## src/rtl/timer_ctrl_if.sv

```systemverilog
// CPU register bus of timer_ctrl: select, strobe, address, write data and
// combinational read data.
interface timer_ctrl_if #(parameter int WIDTH = 32);
   logic             cs;
   logic             wr;
   logic [1:0]       addr;
   logic [WIDTH-1:0] wdata;
   logic [WIDTH-1:0] rdata;

   modport master (output cs, wr, addr, wdata, input rdata);
   modport slave  (input cs, wr, addr, wdata, output rdata);
endinterface

```

## src/rtl/timer_ctrl.sv

```systemverilog
// Timebase controller for a peripheral timer: prescaler, match comparator and
// CPU register file, driving the counter's enable/load inputs.
module timer_ctrl #(
   parameter int WIDTH = 32
) (
   input  logic             clk,
   input  logic             reset,
   timer_ctrl_if.slave      bus,
   input  logic [WIDTH-1:0] cnt_q,
   output logic             cnt_cen,
   output logic             cnt_wen,
   output logic [WIDTH-1:0] cnt_din,
   output logic             irq
);

   logic             en, reload, ie, clr_pulse, matchf;
   logic [15:0]      prescale, pre_cnt;
   logic [WIDTH-1:0] match_r;
   logic [WIDTH-1:0] rdata_c;
   logic             wr_ctrl, wr_pre, wr_match, wr_stat;
   logic             tick, match;

   assign wr_ctrl  = bus.cs & bus.wr & (bus.addr == 2'd0);
   assign wr_pre   = bus.cs & bus.wr & (bus.addr == 2'd1);
   assign wr_match = bus.cs & bus.wr & (bus.addr == 2'd2);
   assign wr_stat  = bus.cs & bus.wr & (bus.addr == 2'd3);

   // A pending CLR beats the compare: the counter is being zeroed this tick.
   assign tick    = en & (pre_cnt == prescale);
   assign match   = tick & ~clr_pulse & (cnt_q == match_r);
   assign cnt_cen = tick & ~match & ~clr_pulse;
   assign cnt_wen = (match & reload) | clr_pulse;
   assign cnt_din = '0;
   assign irq     = matchf & ie;

   always_ff @(posedge clk or negedge reset) begin
      if (!reset) begin
         pre_cnt <= '0;
      end else if (wr_ctrl | wr_pre | ~en | tick) begin
         pre_cnt <= '0;
      end else begin
         pre_cnt <= pre_cnt + 16'd1;
      end
   end

   always_ff @(posedge clk or negedge reset) begin
      if (!reset) begin
         en        <= 1'b0;
         reload    <= 1'b0;
         ie        <= 1'b0;
         clr_pulse <= 1'b0;
         prescale  <= '0;
         match_r   <= '0;
      end else begin
         clr_pulse <= wr_ctrl & bus.wdata[3];
         // CPU write to CTRL overrides the one-shot self-disable.
         if (wr_ctrl) begin
            en     <= bus.wdata[0];
            reload <= bus.wdata[1];
            ie     <= bus.wdata[2];
         end else if (match & ~reload) begin
            en <= 1'b0;
         end
         if (wr_pre)   prescale <= bus.wdata[15:0];
         if (wr_match) match_r  <= bus.wdata;
      end
   end

   // Hardware set wins over a coincident software clear.
   always_ff @(posedge clk or negedge reset) begin
      if (!reset)                        matchf <= 1'b0;
      else if (match)                    matchf <= 1'b1;
      else if (wr_stat & bus.wdata[0])   matchf <= 1'b0;
   end

   always_comb begin
      rdata_c = '0;
      case (bus.addr)
         2'd0: rdata_c[2:0]  = {ie, reload, en};
         2'd1: rdata_c[15:0] = prescale;
         2'd2: rdata_c       = match_r;
         2'd3: rdata_c[1:0]  = {en, matchf};
         default: rdata_c    = '0;
      endcase
   end

   assign bus.rdata = rdata_c;

endmodule

```

## src/flat_wrapper.sv

```systemverilog
// flat-port wrapper written by rule: the top's interface ports become plain ports
module timer_ctrl_flat 
#(
   parameter int WIDTH = 32
)
  (clk, reset, cnt_q, cnt_cen, cnt_wen, cnt_din, irq, bus_cs, bus_wr, bus_addr, bus_wdata, bus_rdata);
  timer_ctrl_if #(.WIDTH(WIDTH)) bus_i ();
  input  logic clk;
  input  logic reset;
  input  logic [WIDTH-1:0] cnt_q;
  output logic cnt_cen;
  output logic cnt_wen;
  output logic [WIDTH-1:0] cnt_din;
  output logic irq;
  input wire logic [$bits(bus_i.cs)-1:0] bus_cs;
  input wire logic [$bits(bus_i.wr)-1:0] bus_wr;
  input wire logic [$bits(bus_i.addr)-1:0] bus_addr;
  input wire logic [$bits(bus_i.wdata)-1:0] bus_wdata;
  output wire logic [$bits(bus_i.rdata)-1:0] bus_rdata;
  assign bus_i.cs = bus_cs;
  assign bus_i.wr = bus_wr;
  assign bus_i.addr = bus_addr;
  assign bus_i.wdata = bus_wdata;
  assign bus_rdata = bus_i.rdata;
  timer_ctrl #(.WIDTH(WIDTH)) u_core (.clk(clk), .reset(reset), .bus(bus_i), .cnt_q(cnt_q), .cnt_cen(cnt_cen), .cnt_wen(cnt_wen), .cnt_din(cnt_din), .irq(irq));
endmodule
```

## config.mk

```make
export PLATFORM = sky130hd
export DESIGN_NAME = timer_ctrl_flat
export DESIGN_NICKNAME = d
export VERILOG_FILES = /design/src/rtl/timer_ctrl_if.sv /design/src/rtl/timer_ctrl.sv /design/src/flat_wrapper.sv
export SDC_FILE = /design/constraint.sdc
export NUM_CORES = 1
export LEC_CHECK = 0
export CAP_MARGIN = 20
export CORE_MARGIN = 2
export CORE_UTILIZATION = 46
export CTS_CLUSTER_SIZE = 8
export DETAILED_ROUTE_END_ITERATION = 8
export PLACE_DENSITY = 0.82
export SLEW_MARGIN = 5
export SYNTH_ARGS = -nofsm -noshare
export SYNTH_HDL_FRONTEND = slang
export SYNTH_SLANG_ARGS = --single-unit
```

## constraint.sdc

```tcl
create_clock -name clk -period 2.75 [get_ports clk]
set_clock_uncertainty 0.15 [all_clocks]
set_input_delay 0.55 -clock clk [delete_from_list [all_inputs] [get_ports clk]]
set_output_delay 0.55 -clock clk [all_outputs]
set_load 0.02 [all_outputs]
```

==> results.yml, run 1 <==
critical_path:
  r2r_setup_slack_ps: 270
  r2r-end: "u_core.pre_cnt[11]"
  crit_path_end: "cnt_wen"
  arrival_ps: 2350
  crit_type: "reg2out"
  worst_setup_path_start_kind: "flip-flop"
  crit_start: "u_core.match_r[3]"
  crit_required_ps: 2050
  regToRegStartpoint: "u_core.pre_cnt[8]"
  end_kind: "output port"
  worst-path-max-fanout: 2
  reg2reg_depth: 8
power_and_ir_drop:
  p_per_area_mw_per_mm2: 550.9
  internal-power_mw: 2.187
  leakage_nw: 2.834
  p_seq_share_pct: 41.7
  clkPwrFrac_pct: 26.4
  switching_share_pct: 32.10
  power_switching_mw: 1.034
  design_power_total_mw: 3.221
  ir_worst_vdd_mv: 0.3442
  comb_power_share_pct: 31.9
placement:
  place_ws_ps: -926.3
  placedCellCount: 638
  place_congestion: 0.9257
  portBuffers: 104
  hpwl_um: 8129
  placed_area_mm2: 0.005572
yosys:
  yosysWarnings: 0
  syn_area_mm2: 0.003950
  synth-seq-area-share_pct: 43.71
  postSynth.asyncResetShare_pct: 100.0
  yosys_register_bits: 69
  synth-main-ff-cell: "dfrtp_1"
  synth-edff-count: 0
  synth_cell_type_count: 30
  synth_top_cells_by_count: "dfrtp_1 (69), xor2_1 (50), mux2_2 (46)"
  syn_avg_cell_area_um2: 10.82
  synth_top_cells_by_area: "dfrtp_1 (44%), mux2_2 (13%), xor2_1 (11%)"
  yosysTopAreaCellShare_pct: 43.71
  synth.most_common_cell: "dfrtp_1"
  synthCells: 365
  synth_top_cell_by_area: "dfrtp_1"
clock_tree:
  cts.sinks: 69
  tritoncts: "built"
  cts-root-buf: "clkbuf_8"
  cts_max_path_buffers: 2
  htreeDepth: 3
  clk_pin_slew_ps: 80
  hold_buffers: 0
  worstSkewPairLatency_ps: 350
  numCtsBuffers: 9
grt:
  grt_pass1_vias: 3520
  grt_pass1_wl_um: 17670
  grt-ovfl-total: 0
  grt_usage_pct: 23.78
  antenna_found_initial: 0
  grt_max_degree: 70
routing:
  drt_iter0_drc: 271
  wl_um: 11080
  dr.pass1.iters: 5
  routedWlPerCell_um: 16.86
  postRouteAntennaNets: 0
  vias_per_cell: 5.087
  drc_errors: 0
  vias: 3342
cells_and_area:
  fin_area_mm2: 0.005846
  layout.cells.non_filler: 657
  finalNetCount: 624
  syn_to_final_growth_pct: 47.99
  diodes: 0
  utilization_pct: 70.79
  drive_gt1_share_pct: 30.62
timing:
  fin_ws_ps: -299.4
  relSlewSlack_pct: 56.72
  report.final.slew_viol_count: 0
  tightest_slew_ps: 649.2
  rsz0062_at_grt: "yes"
  timing.hold.ws_ps: 38.46
  finalCriticalPeriod_ps: 3049
  hold_viol: 0
  setup_violations: 2
  max_freq_mhz: 327.9
  post-route-period-util_pct: 110.9
  tns_ps: -332.0
status:
  status: "finished with violations"
  violations: "setup timing"
floorplan:
  dieArea_mm2: 0.009344
  initial_core_util_pct: 47.83
  io_pins: 137
  die_w_um: 96.67
  core_area_mm2: 0.008258
  rows: 33
  fp.dieH_um: 96.67
run:
  cap_violations: 0
min_path:
  hp-class: "in2async"
-- final cells by class --
class                   instances  area, um2
fillers                       584       2412
multi-input cells             275       2133
flip-flops and latches         69       1727
repair buffers                183       1620
clock buffers                  10      137.6
well taps                     105      131.4
clock inverters                 6      62.56
inverters                       9      33.78
-- cell families after synthesis --
kind of cell	Yosys count	share of synthesized area (%)
adders and majority gates	7	2.217
other	1	0.09494
and+or+nand+nor	102	13.78
buffers and inverters	52	8.014
AOI/OAI and AO/OA	24	4.625
muxes	48	13.62
DFF	69	43.71
xor gates and xnor gates	62	13.94
-- worst min path at each step --
stage / to / slack [ps]
detailed placement: u_core.matchf / 350
CTS: u_core.matchf / 70
global placement: u_core.matchf / 330
floorplan: u_core.clr_pulse / 100
finish: u_core.match_r[28] / 40
global route: u_core.match_r[28] / 70
-- power groups by stage --
| stage | logic, mW | registers [mW] | clock network (mW) |
|---|---|---|---|
| final | 1.03 | 1.34 | 0.851 |
| after global routing | 1.10 | 1.36 | 0.908 |
| after CTS | 1.02 | 1.34 | 0.864 |
| after detailed placement | 1.03 | 1.35 | 0 |
| after global placement | 0.995 | 1.34 | 0 |
| after floorplan | 0.511 | 1.32 | 0 |
-- repair_timing --
action                                  CTS  global route
endpoints found under the setup margin   34             5
endpoints found under the hold margin     0             0
buffers inserted                          2             3
pin swaps                                16             9
resized for setup                        98            11
gates cloned                              0             0
-- registers in the layout, indices dropped and copies added, names as in the netlist --
name              cells
u_core.clr_pulse      1
u_core.en             1
u_core.ie             1
u_core.match_r       32
u_core.matchf         1
u_core.pre_cnt       16
u_core.prescale      16
u_core.reload         1
-- per-layer routing --
metal	part of all wire [%]	up-vias	track usage, %
li1	-	1536	-
met1	40	1657	27.41
met2	52	125	42.68
met3	4.8	24	4.841
met4	2.9	0	10.18
met5	0	-	0
-- critical path: stages (launching register included) --
cell and delay [ps]:
dfrtp_1 460, xor2_1 180, nor4_2 320, nand4_1 210, or4_4 560, o21bai_4 130
buf_6 130
-- layout by cell type, fill, tap and decap left out, types with 2 or more instances in the layout --
master,count
and3_1,3
xor2_2,4
o21ai_2,2
o21ai_0,4
clkdlybuf4s50_1,41
clkbuf_2,2
buf_2,3
nor4_1,9
clkinv_2,2
ha_4,2
buf_6,3
dlymetal6s2s_1,6
buf_12,4
ha_1,4
buf_4,75
xnor2_1,11
inv_1,8
a222oi_1,3
nor3_1,3
xor2_1,47
clkinvlp_4,3
nand2_1,11
conb_1,32
mux2_2,46
a22oi_1,12
nor4_2,4
nand4_1,5
nand3_1,10
and2_1,17
nor2b_1,13
nor2_1,22
dlygate4sd2_1,47
mux2i_1,2
clkbuf_8,10
dfrtp_1,69
Power figures use the tool's default switching activity.
==> run 2, diff against run 1 <==
--- a/config.mk
+++ b/config.mk
@@ -5,12 +5,13 @@
 export SDC_FILE = /design/constraint.sdc
 export NUM_CORES = 1
 export LEC_CHECK = 0
-export CAP_MARGIN = 20
+export CAP_MARGIN = 25
 export CORE_MARGIN = 2
 export CORE_UTILIZATION = 46
 export CTS_CLUSTER_SIZE = 8
 export DETAILED_ROUTE_END_ITERATION = 8
 export PLACE_DENSITY = 0.82
+export REMOVE_ABC_BUFFERS = 1
 export SLEW_MARGIN = 5
 export SYNTH_ARGS = -nofsm -noshare
 export SYNTH_HDL_FRONTEND = slang
==> run 2 against run 1 <==
  * The flow still finishes with violations (setup timing)
  * Worst hold slack gained 22 ps
  * Sequential share of layout area about the same
  * Via count is 0.36% lower
  * Sequential power barely moved
  * Flip-flop and latch count unchanged
  * Register-to-register slack worse by 70 ps
  * Critical path type is now in2out
  * First-iteration DRC count shrank 27%
  * Total power decreased by 0.43%
==> results.yml, run 2 (synthesis results as in run 1) <==
status:
  status: "finished with violations"
  violations: "setup timing"
power_and_ir_drop:
  p_per_area_mw_per_mm2: 548.1
  leakage_nw: 2.816
  ir_worst_vdd_mv: 0.3854
critical_path:
  path_cells: "clkdlybuf4s50_1 > xor2_1 > nor4_1 > nand4_1 > or4_4 > o21bai_4 > buf_6"
  worst_setup_path_start_kind: "input pin"
  slowest_delay_ps: 600
  arrival_ps: 2360
  regToRegStartpoint: "u_core.pre_cnt[14]"
  end_kind: "output port"
  cpMaxStageDelayCell: "or4_4"
  crit_required_ps: 2050
  crit_type: "in2out"
  worst-path-max-fanout: 2
  crit_start: "cnt_q[23]"
grt:
  grt_pass1_vias: 3504
  grt_pass1_wl_um: 16420
  grt_usage_pct: 21.60
  grt_max_degree: 70
  antenna_found_initial: 0
  grt-ovfl-total: 0
timing:
  post-route-period-util_pct: 111.2
  setup_violations: 3
  max_freq_mhz: 327.0
  tns_ps: -422.0
  finalCriticalPeriod_ps: 3058
  relSlewSlack_pct: 55.64
  rsz0062_at_grt: "yes"
  report.final.slew_viol_count: 0
  hold_viol: 0
  timing.hold.ws_ps: 60.67
  tightest_slew_ps: 665.3
  fin_ws_ps: -307.9
routing:
  routedWlPerCell_um: 15.39
  wl_um: 10250
  drc_errors: 0
  drt_iter0_drc: 199
  postRouteAntennaNets: 0
  vias_per_cell: 5.000
  dr.pass1.iters: 4
  vias: 3330
clock_tree:
  cts_max_path_buffers: 2
  cts-root-buf: "clkbuf_8"
  numCtsBuffers: 9
  tritoncts: "built"
  cts.sinks: 69
  clk_pin_slew_ps: 80
  worstSkewPairLatency_ps: 350
  htreeDepth: 3
cells_and_area:
  drive_gt1_share_pct: 32.09
  diodes: 0
  syn_to_final_growth_pct: 48.12
  reg.largest.list: "u_core.match_r x32, u_core.pre_cnt x16, u_core.prescale x16"
  regMostFlops: "u_core.match_r"
  utilization_pct: 70.85
  final_common_cell: "buf_4"
  final_cell_mix: "buf_4 (88), dfrtp_1 (69), xor2_1 (49)"
  fin_area_mm2: 0.005851
  largest_reg_flops: 32
  finalNetCount: 633
  layout.cells.non_filler: 666
min_path:
  hp-class: "in2async"
placement:
  portBuffers: 104
  hpwl_um: 7225
  placed_area_mm2: 0.005589
  place_congestion: 0.8511
  placedCellCount: 643
floorplan:
  core_area_mm2: 0.008258
  die_w_um: 96.67
  dieArea_mm2: 0.009344
  rows: 33
  initial_core_util_pct: 47.83
  io_pins: 137
  fp.dieH_um: 96.67
run:
  cap_violations: 0
[run 2: metrics by stage]
stage | worst slack [ps] | power [mW]
2_1_floorplan | -208.0 | 1.794
3_3_place_gp | -998.2 | 2.325
3_5_place_dp | -983.2 | 2.366
4_1_cts | -370.4 | 3.205
5_1_grt | -427.1 | 3.375
6_report | -307.9 | 3.207
[run 2: worst paths after layout]
kind                            cells past startpoint           endpoint  slack (ps)
worst max-delay path                                7            cnt_wen        -310
worst min-delay path                                2  u_core.match_r[6]          60
worst max register to register                      9  u_core.pre_cnt[8]         200
worst min register to register                      1      u_core.reload         380
max in group asynchronous                           2  u_core.pre_cnt[2]        2090
min in group clk                                    1      u_core.reload         380
[run 2: area by class of cell]
type | instances | area [um2]
Fill cell | 622 | 2407
Inverter | 9 | 33.78
Timing Repair Buffer | 192 | 1635
Clock buffer | 10 | 137.6
Clock inverter | 6 | 61.31
Tap cell | 105 | 131.4
Multi-Input combinational cell | 275 | 2125
Sequential cell | 69 | 1727
[run 2: critical path, delay by kind of cell]
family | cells | cell delay, ps
xor gates and xnor gates | 1 | 150
AOI/OAI and AO/OA | 1 | 140
buffers and inverters | 2 | 550
and+or+nand+nor | 3 | 970
[run 2: power breakdown]
part	internal, mW	switching (mW)
clock network	0.442	0.408
logic	0.574	0.462
registers	1.18	0.137
total	2.20	1.01
[run 2: repair_timing]
action,CTS,global route
hold endpoints to repair,0,0
gates resized for setup,93,26
hold buffers,0,0
setup buffers,3,4
setup endpoints to repair,34,14
pin swaps,15,13
[run 2: routing by layer]
metal | up-vias | global-route usage, % | wire length (um)
li1 | 1575 | - | -
met1 | 1586 | 24.96 | 4117
met2 | 152 | 37.87 | 5082
met3 | 17 | 7.153 | 877
met4 | 0 | 6.717 | 171
met5 | - | 0 | 0
